File: src/rtl/ghost_mover.sv
`default_nettype none
// +--------------------------------------------------------------------+
// | ghost_mover: moves one ghost one maze tile per move_tick, choosing  |
// | a legal non-reversing heading from fetched wall flags. Rev 1.0      |
// +--------------------------------------------------------------------+
module ghost_mover #(
  parameter int X_W     = 5,
  parameter int Y_W     = 5,
  parameter int X_MAX   = 27,
  parameter int START_X = 13,
  parameter int START_Y = 11,
  parameter int START_D = 3
) (
  input  logic           clk,
  input  logic           rst_n,
  input  logic           move_tick,
  input  logic [1:0]     rand_dir,
  output logic           wall_req,
  output logic [X_W-1:0] wall_x,
  output logic [Y_W-1:0] wall_y,
  input  logic           wall_valid,
  input  logic [3:0]     walls,
  output logic [X_W-1:0] pos_x,
  output logic [Y_W-1:0] pos_y,
  output logic [1:0]     dir,
  output logic           busy,
  output logic           step_done,
  output logic           stuck
);

  localparam logic [X_W-1:0] C_X_MAX   = X_W'(X_MAX);
  localparam logic [X_W-1:0] C_START_X = X_W'(START_X);
  localparam logic [Y_W-1:0] C_START_Y = Y_W'(START_Y);
  localparam logic [1:0]     C_START_D = 2'(START_D);

  typedef enum logic [1:0] {
    S_IDLE   = 2'd0,
    S_QUERY  = 2'd1,
    S_CHOOSE = 2'd2,
    S_STEP   = 2'd3
  } state_t;

  state_t         r_state;
  state_t         w_next;
  logic [3:0]     r_walls;
  logic [1:0]     r_cand;
  logic [1:0]     r_dir;
  logic [2:0]     r_tries;
  logic [X_W-1:0] r_x;
  logic [Y_W-1:0] r_y;
  logic           r_wall_req;
  logic           r_step_done;
  logic           r_stuck;

  logic [1:0]     w_rev;
  logic           w_cand_ok;
  logic           w_rev_open;
  logic           w_exhausted;
  logic [X_W-1:0] w_nx;
  logic [Y_W-1:0] w_ny;

  assign w_rev       = r_dir ^ 2'b10;
  assign w_cand_ok   = !r_walls[r_cand] && (r_cand != w_rev);
  assign w_rev_open  = !r_walls[w_rev];
  assign w_exhausted = (r_tries == 3'd4);

  always_ff @(posedge clk or negedge rst_n) begin
    if (!rst_n) r_state <= S_IDLE;
    else        r_state <= w_next;
  end

  always_comb begin
    w_next = r_state;
    case (r_state)
      S_IDLE:   if (move_tick) w_next = S_QUERY;
      S_QUERY:  if (wall_valid) w_next = S_CHOOSE;
      S_CHOOSE: begin
        if (w_exhausted)    w_next = w_rev_open ? S_STEP : S_IDLE;
        else if (w_cand_ok) w_next = S_STEP;
      end
      S_STEP:   w_next = S_IDLE;
      default:  w_next = S_IDLE;
    endcase
  end

  // Horizontal tunnel wraps between column 0 and X_MAX; rows wrap only by overflow.
  always_comb begin
    w_nx = r_x;
    w_ny = r_y;
    case (r_dir)
      2'd0: w_ny = r_y - 1'b1;
      2'd1: w_nx = (r_x == C_X_MAX) ? '0 : r_x + 1'b1;
      2'd2: w_ny = r_y + 1'b1;
      2'd3: w_nx = (r_x == '0) ? C_X_MAX : r_x - 1'b1;
      default: ;
    endcase
  end

  always_ff @(posedge clk or negedge rst_n) begin
    if (!rst_n) begin
      r_walls     <= '0;
      r_cand      <= '0;
      r_dir       <= C_START_D;
      r_tries     <= '0;
      r_x         <= C_START_X;
      r_y         <= C_START_Y;
      r_wall_req  <= 1'b0;
      r_step_done <= 1'b0;
      r_stuck     <= 1'b0;
    end else begin
      r_wall_req  <= (w_next == S_QUERY);
      r_step_done <= (r_state == S_STEP);
      r_stuck     <= (r_state == S_CHOOSE) && w_exhausted && !w_rev_open;
      case (r_state)
        S_QUERY: begin
          if (wall_valid) begin
            r_walls <= walls;
            r_cand  <= rand_dir;
            r_tries <= '0;
          end
        end
        S_CHOOSE: begin
          if (w_exhausted) begin
            if (w_rev_open) r_dir <= w_rev;
          end else if (w_cand_ok) begin
            r_dir <= r_cand;
          end else begin
            r_cand  <= r_cand + 2'd1;
            r_tries <= r_tries + 3'd1;
          end
        end
        S_STEP: begin
          r_x <= w_nx;
          r_y <= w_ny;
        end
        default: ;
      endcase
    end
  end

  assign wall_req  = r_wall_req;
  assign wall_x    = r_x;
  assign wall_y    = r_y;
  assign pos_x     = r_x;
  assign pos_y     = r_y;
  assign dir       = r_dir;
  assign busy      = (r_state != S_IDLE);
  assign step_done = r_step_done;
  assign stuck     = r_stuck;

endmodule
`default_nettype wire

File: config.mk
export PLATFORM = sky130hd
export DESIGN_NAME = ghost_mover
export DESIGN_NICKNAME = d
export VERILOG_FILES = /design/src/rtl/ghost_mover.sv
export SDC_FILE = /design/constraint.sdc
export NUM_CORES = 1
export LEC_CHECK = 0
export BUFFER_PORTS_ARGS = -buffer_cell sky130_fd_sc_hd__buf_4
export CAP_MARGIN = 15
export CORE_MARGIN = 2
export CORE_UTILIZATION = 55
export CTS_CLUSTER_SIZE = 12
export DETAILED_ROUTE_END_ITERATION = 10
export PLACE_DENSITY = 0.9
export SYNTH_ARGS = -nofsm -noshare
export SYNTH_HDL_FRONTEND = slang
export SYNTH_SLANG_ARGS = --single-unit
File: constraint.sdc
create_clock -name clk -period 3.35 [get_ports clk]
set_input_delay 0.335 -clock clk [delete_from_list [all_inputs] [get_ports clk]]
set_output_delay 0.335 -clock clk [all_outputs]
set_load 0.01 [all_outputs]
==> impl_metrics.tcl <==
set metrics [dict create \
    outcome "complete, but fails checks" \
    violations "DRC" \
    syn_inst 165 \
    globalRouteOverflowTotal 0 \
    synthArstFlopShare 1.00 \
    syn_nets 183 \
    clk_pin_slew_worst_paths_ns 0.14 \
    postCtsSetupBuffers 0 \
    crit_family "flip-flops" \
    clkSinkCount 26 \
    synth_most_common_cell "dfrtp_1" \
    drtPass1Iterations 7 \
    synth.distinct_cells 52 \
    setup_tns_ns 0 \
    initial_utilization 0.592 \
    cp_cell_sequence "nand2b_1, fa_1, a21o_1, a21oi_1, mux2i_1, xnor2_1" \
    hold_path_class "in -> reg" \
    final_net_count 207 \
    layout-drive-gt1-share 0.324 \
    vias 1358 \
    synth_top_family_by_area "compound AO/OA/AOI/OAI gates" \
    gp_congestion 0.895 \
    io_buffers 35 \
    clk_latency_ns 0.33 \
    antenna_cells 0 \
    critPathLaunchType "flop" \
    grt_use_total 0.238 \
    peakVddDrop_mv 0.501 \
    crit_type "reg -> reg" \
    cts_buffers 3 \
    rsz0062_at_grt "false" \
    syn2layout_area_growth_pct 13.9 \
    synth_area_leader_cell "dfrtp_1" \
    synth-simple-area-share 0.153 \
    power_leakage_nw 0.861 \
    antenna_found_initial 0 \
    yosys-top-cells-count "18 x dfrtp_1, 11 x nand2_1, 10 x buf_4, 9 x o21ai_0" \
    postCtsResizedCells 0 \
    synth_edf_count 0 \
    die-area_um2 3470 \
    drc 2 \
    clkPwrFrac 0.085 \
    critPathBufInv 0 \
    grt_max_degree 27 \
    setup-violations-final 0 \
    power_frac_seq 0.362 \
    slowest_delay_ns 0.68 \
    wl_per_cell_um 16.0 \
    worstPathRequired_ns 3.61 \
    hpwlAfterDp_um 2690 \
    maxCapViolCount 0 \
    netlist_area_um2 1660 \
    cts_tree "done" \
    p_switching_mw 0.794 \
    clock.fmax_mhz 458 \
    powerDensity_nw_per_um2 982 \
    fin_cells 219 \
    crit_arrival_ns 2.45 \
    htree_levels 1 \
    die_x_um 58.9 \
    synthFlopType "dfrtp_1" \
    worst_pin_slew_ns 0.567 \
    routed_via_density 6.20 \
    period_needed_ns 2.19 \
    fp-row-count 19 \
    muxShareOfSynthArea 0.0852 \
    synth-warning-count 0 \
    slew-limit-headroom 0.621 \
    drtAntennaViolNets 0 \
    synthAdderAreaFrac 0.0648 \
    drtIter0Drc 75 \
    core_area_um2 2810 \
    wl_um 3510 \
    ys_seq_area_frac 0.398 \
    final_hold_viol_count 0 \
    comb_power_share 0.553 \
    maxSlewViolCount 0 \
    pin_count 36 \
    die_h_um 58.9 \
    endpoint_kind "flop" \
    avgSynthCellArea_um2 10.1 \
    yosys.area.top_type_share 0.271 \
    clock_tree.buffer_depth 2 \
    placed_cells 214 \
    cts-root-buf "clkbuf_4" \
    grt_pass1_wl_um 6370 \
    r2r_slack_ns 1.16 \
    worst_clock_skew_ns 0.00816 \
    finalCritPeriodShare 0.652 \
    critPathMaxFanout 13 \
    final_core_util 0.674 \
    switching_share 0.428 \
    synthXorXnorAreaFrac 0.0211 \
    synth_compound_area_frac 0.191 \
    grt_pass1_vias 1386 \
    ys_top_cells_by_area "dfrtp_1 27%, dfstp_2 13%, mux2_2 5.4%" \
    critPathSlowestCell "dfstp_2" \
    synth_seq_cells 26 \
    p_int_mw 1.06 \
]
## cells by family after synthesis
family	count (synthesis)
AO/OA/AOI/OAI	44
XOR/XNOR	4
adder cells (fa/ha/maj)	8
buffers and inverters	24
flip-flops	26
multiplexers	13
AND/OR/NAND/NOR	46
## cell type report
cell class | instances | area, um^2
clock buffers | 4 | 36.3
fillers | 236 | 915
inverters | 7 | 26.3
multi-input cells | 115 | 856
flip-flops and latches | 26 | 661
well taps | 31 | 38.8
repair buffers | 36 | 273
## worst register-to-register path, stage by stage, from the launching register on
cell      delay (ns)
dfstp_2         0.68
nand2b_1        0.21
fa_1            0.46
a21o_1          0.18
a21oi_1         0.17
mux2i_1         0.27
xnor2_1         0.15
## through the flow
stage | power, mW | cell area [um^2] | setup WS [ns] | hold WS (ns)
floorplan | 1.41 | 1660 | 1.50 | 0.0394
global placement | 1.62 | 1840 | 1.36 | 0.255
detailed placement | 1.70 | 1840 | 1.24 | 0.260
CTS | 1.86 | 1890 | 1.18 | 0.206
global route | 2.01 | 1890 | 1.03 | 0.193
finish | 1.86 | 1890 | 1.16 | 0.209
## power by group through the flow
stage          Sequential (mW)  Clock [mW]  Combinational, mW
2_1_floorplan            0.627           0              0.780
3_3_place_gp             0.656           0              0.968
3_5_place_dp             0.676           0               1.02
4_1_cts                  0.670       0.162               1.03
5_1_grt                  0.704       0.179               1.13
6_report                 0.673       0.158               1.03
## flip-flops by register name, summed over array words and instances (netlist names)
register / count
stuck: 1
r_walls: 4
r_tries: 3
pos_x: 5
pos_y: 5
step_done: 1
r_cand: 2
r_state: 2
wall_req: 1
dir: 2
## placed cells by master, fill, tap and decap left out, types with 2 or more instances in the layout
cell and count:
a211o_1 2, a21o_1 2, a21oi_1 6, a31oi_1 4, and2_1 2, buf_4 35
clkbuf_4 3, dfrtp_1 18, dfstp_2 8, ha_1 7, inv_1 7, mux2_2 8
mux2i_1 4, nand2_1 11, nand2b_1 2, nand3_1 3, nand3b_1 3, nand4_1 2
nor2_1 7, nor2b_1 2, nor3_1 4, o211ai_1 3, o21a_1 2, o21ai_0 9
o31ai_1 3, or2_2 2, or4_1 2, xnor2_1 3
## per-layer routing
metal / global-route usage / vias to the layer above / share of wire
li1: - / 641 / -
met1: 0.298 / 660 / 0.41
met2: 0.405 / 46 / 0.52
met3: 0.0505 / 11 / 0.048
met4: 0.0877 / 0 / 0.021
met5: 0 / - / 0
## final timing paths
| kind | cells after the start | endpoint | startpoint |
|---|---|---|---|
| max | 6 | pos_y[4] | dir[1] |
| min | 2 | wall_req | wall_valid |
| min reg2reg | 2 | pos_y[3] | pos_y[3] |
| min in group asynchronous | 2 | r_walls[3] | rst_n |
| max in group asynchronous | 2 | dir[0] | rst_n |
| max reg2reg | 6 | pos_y[4] | dir[1] |
## timing repair
item                                   4_1_cts  5_1_grt
setup endpoints to repair                    0        0
hold buffers                                 1        0
endpoints found under the hold margin       18        0
(Power assumes the default switching activity.)
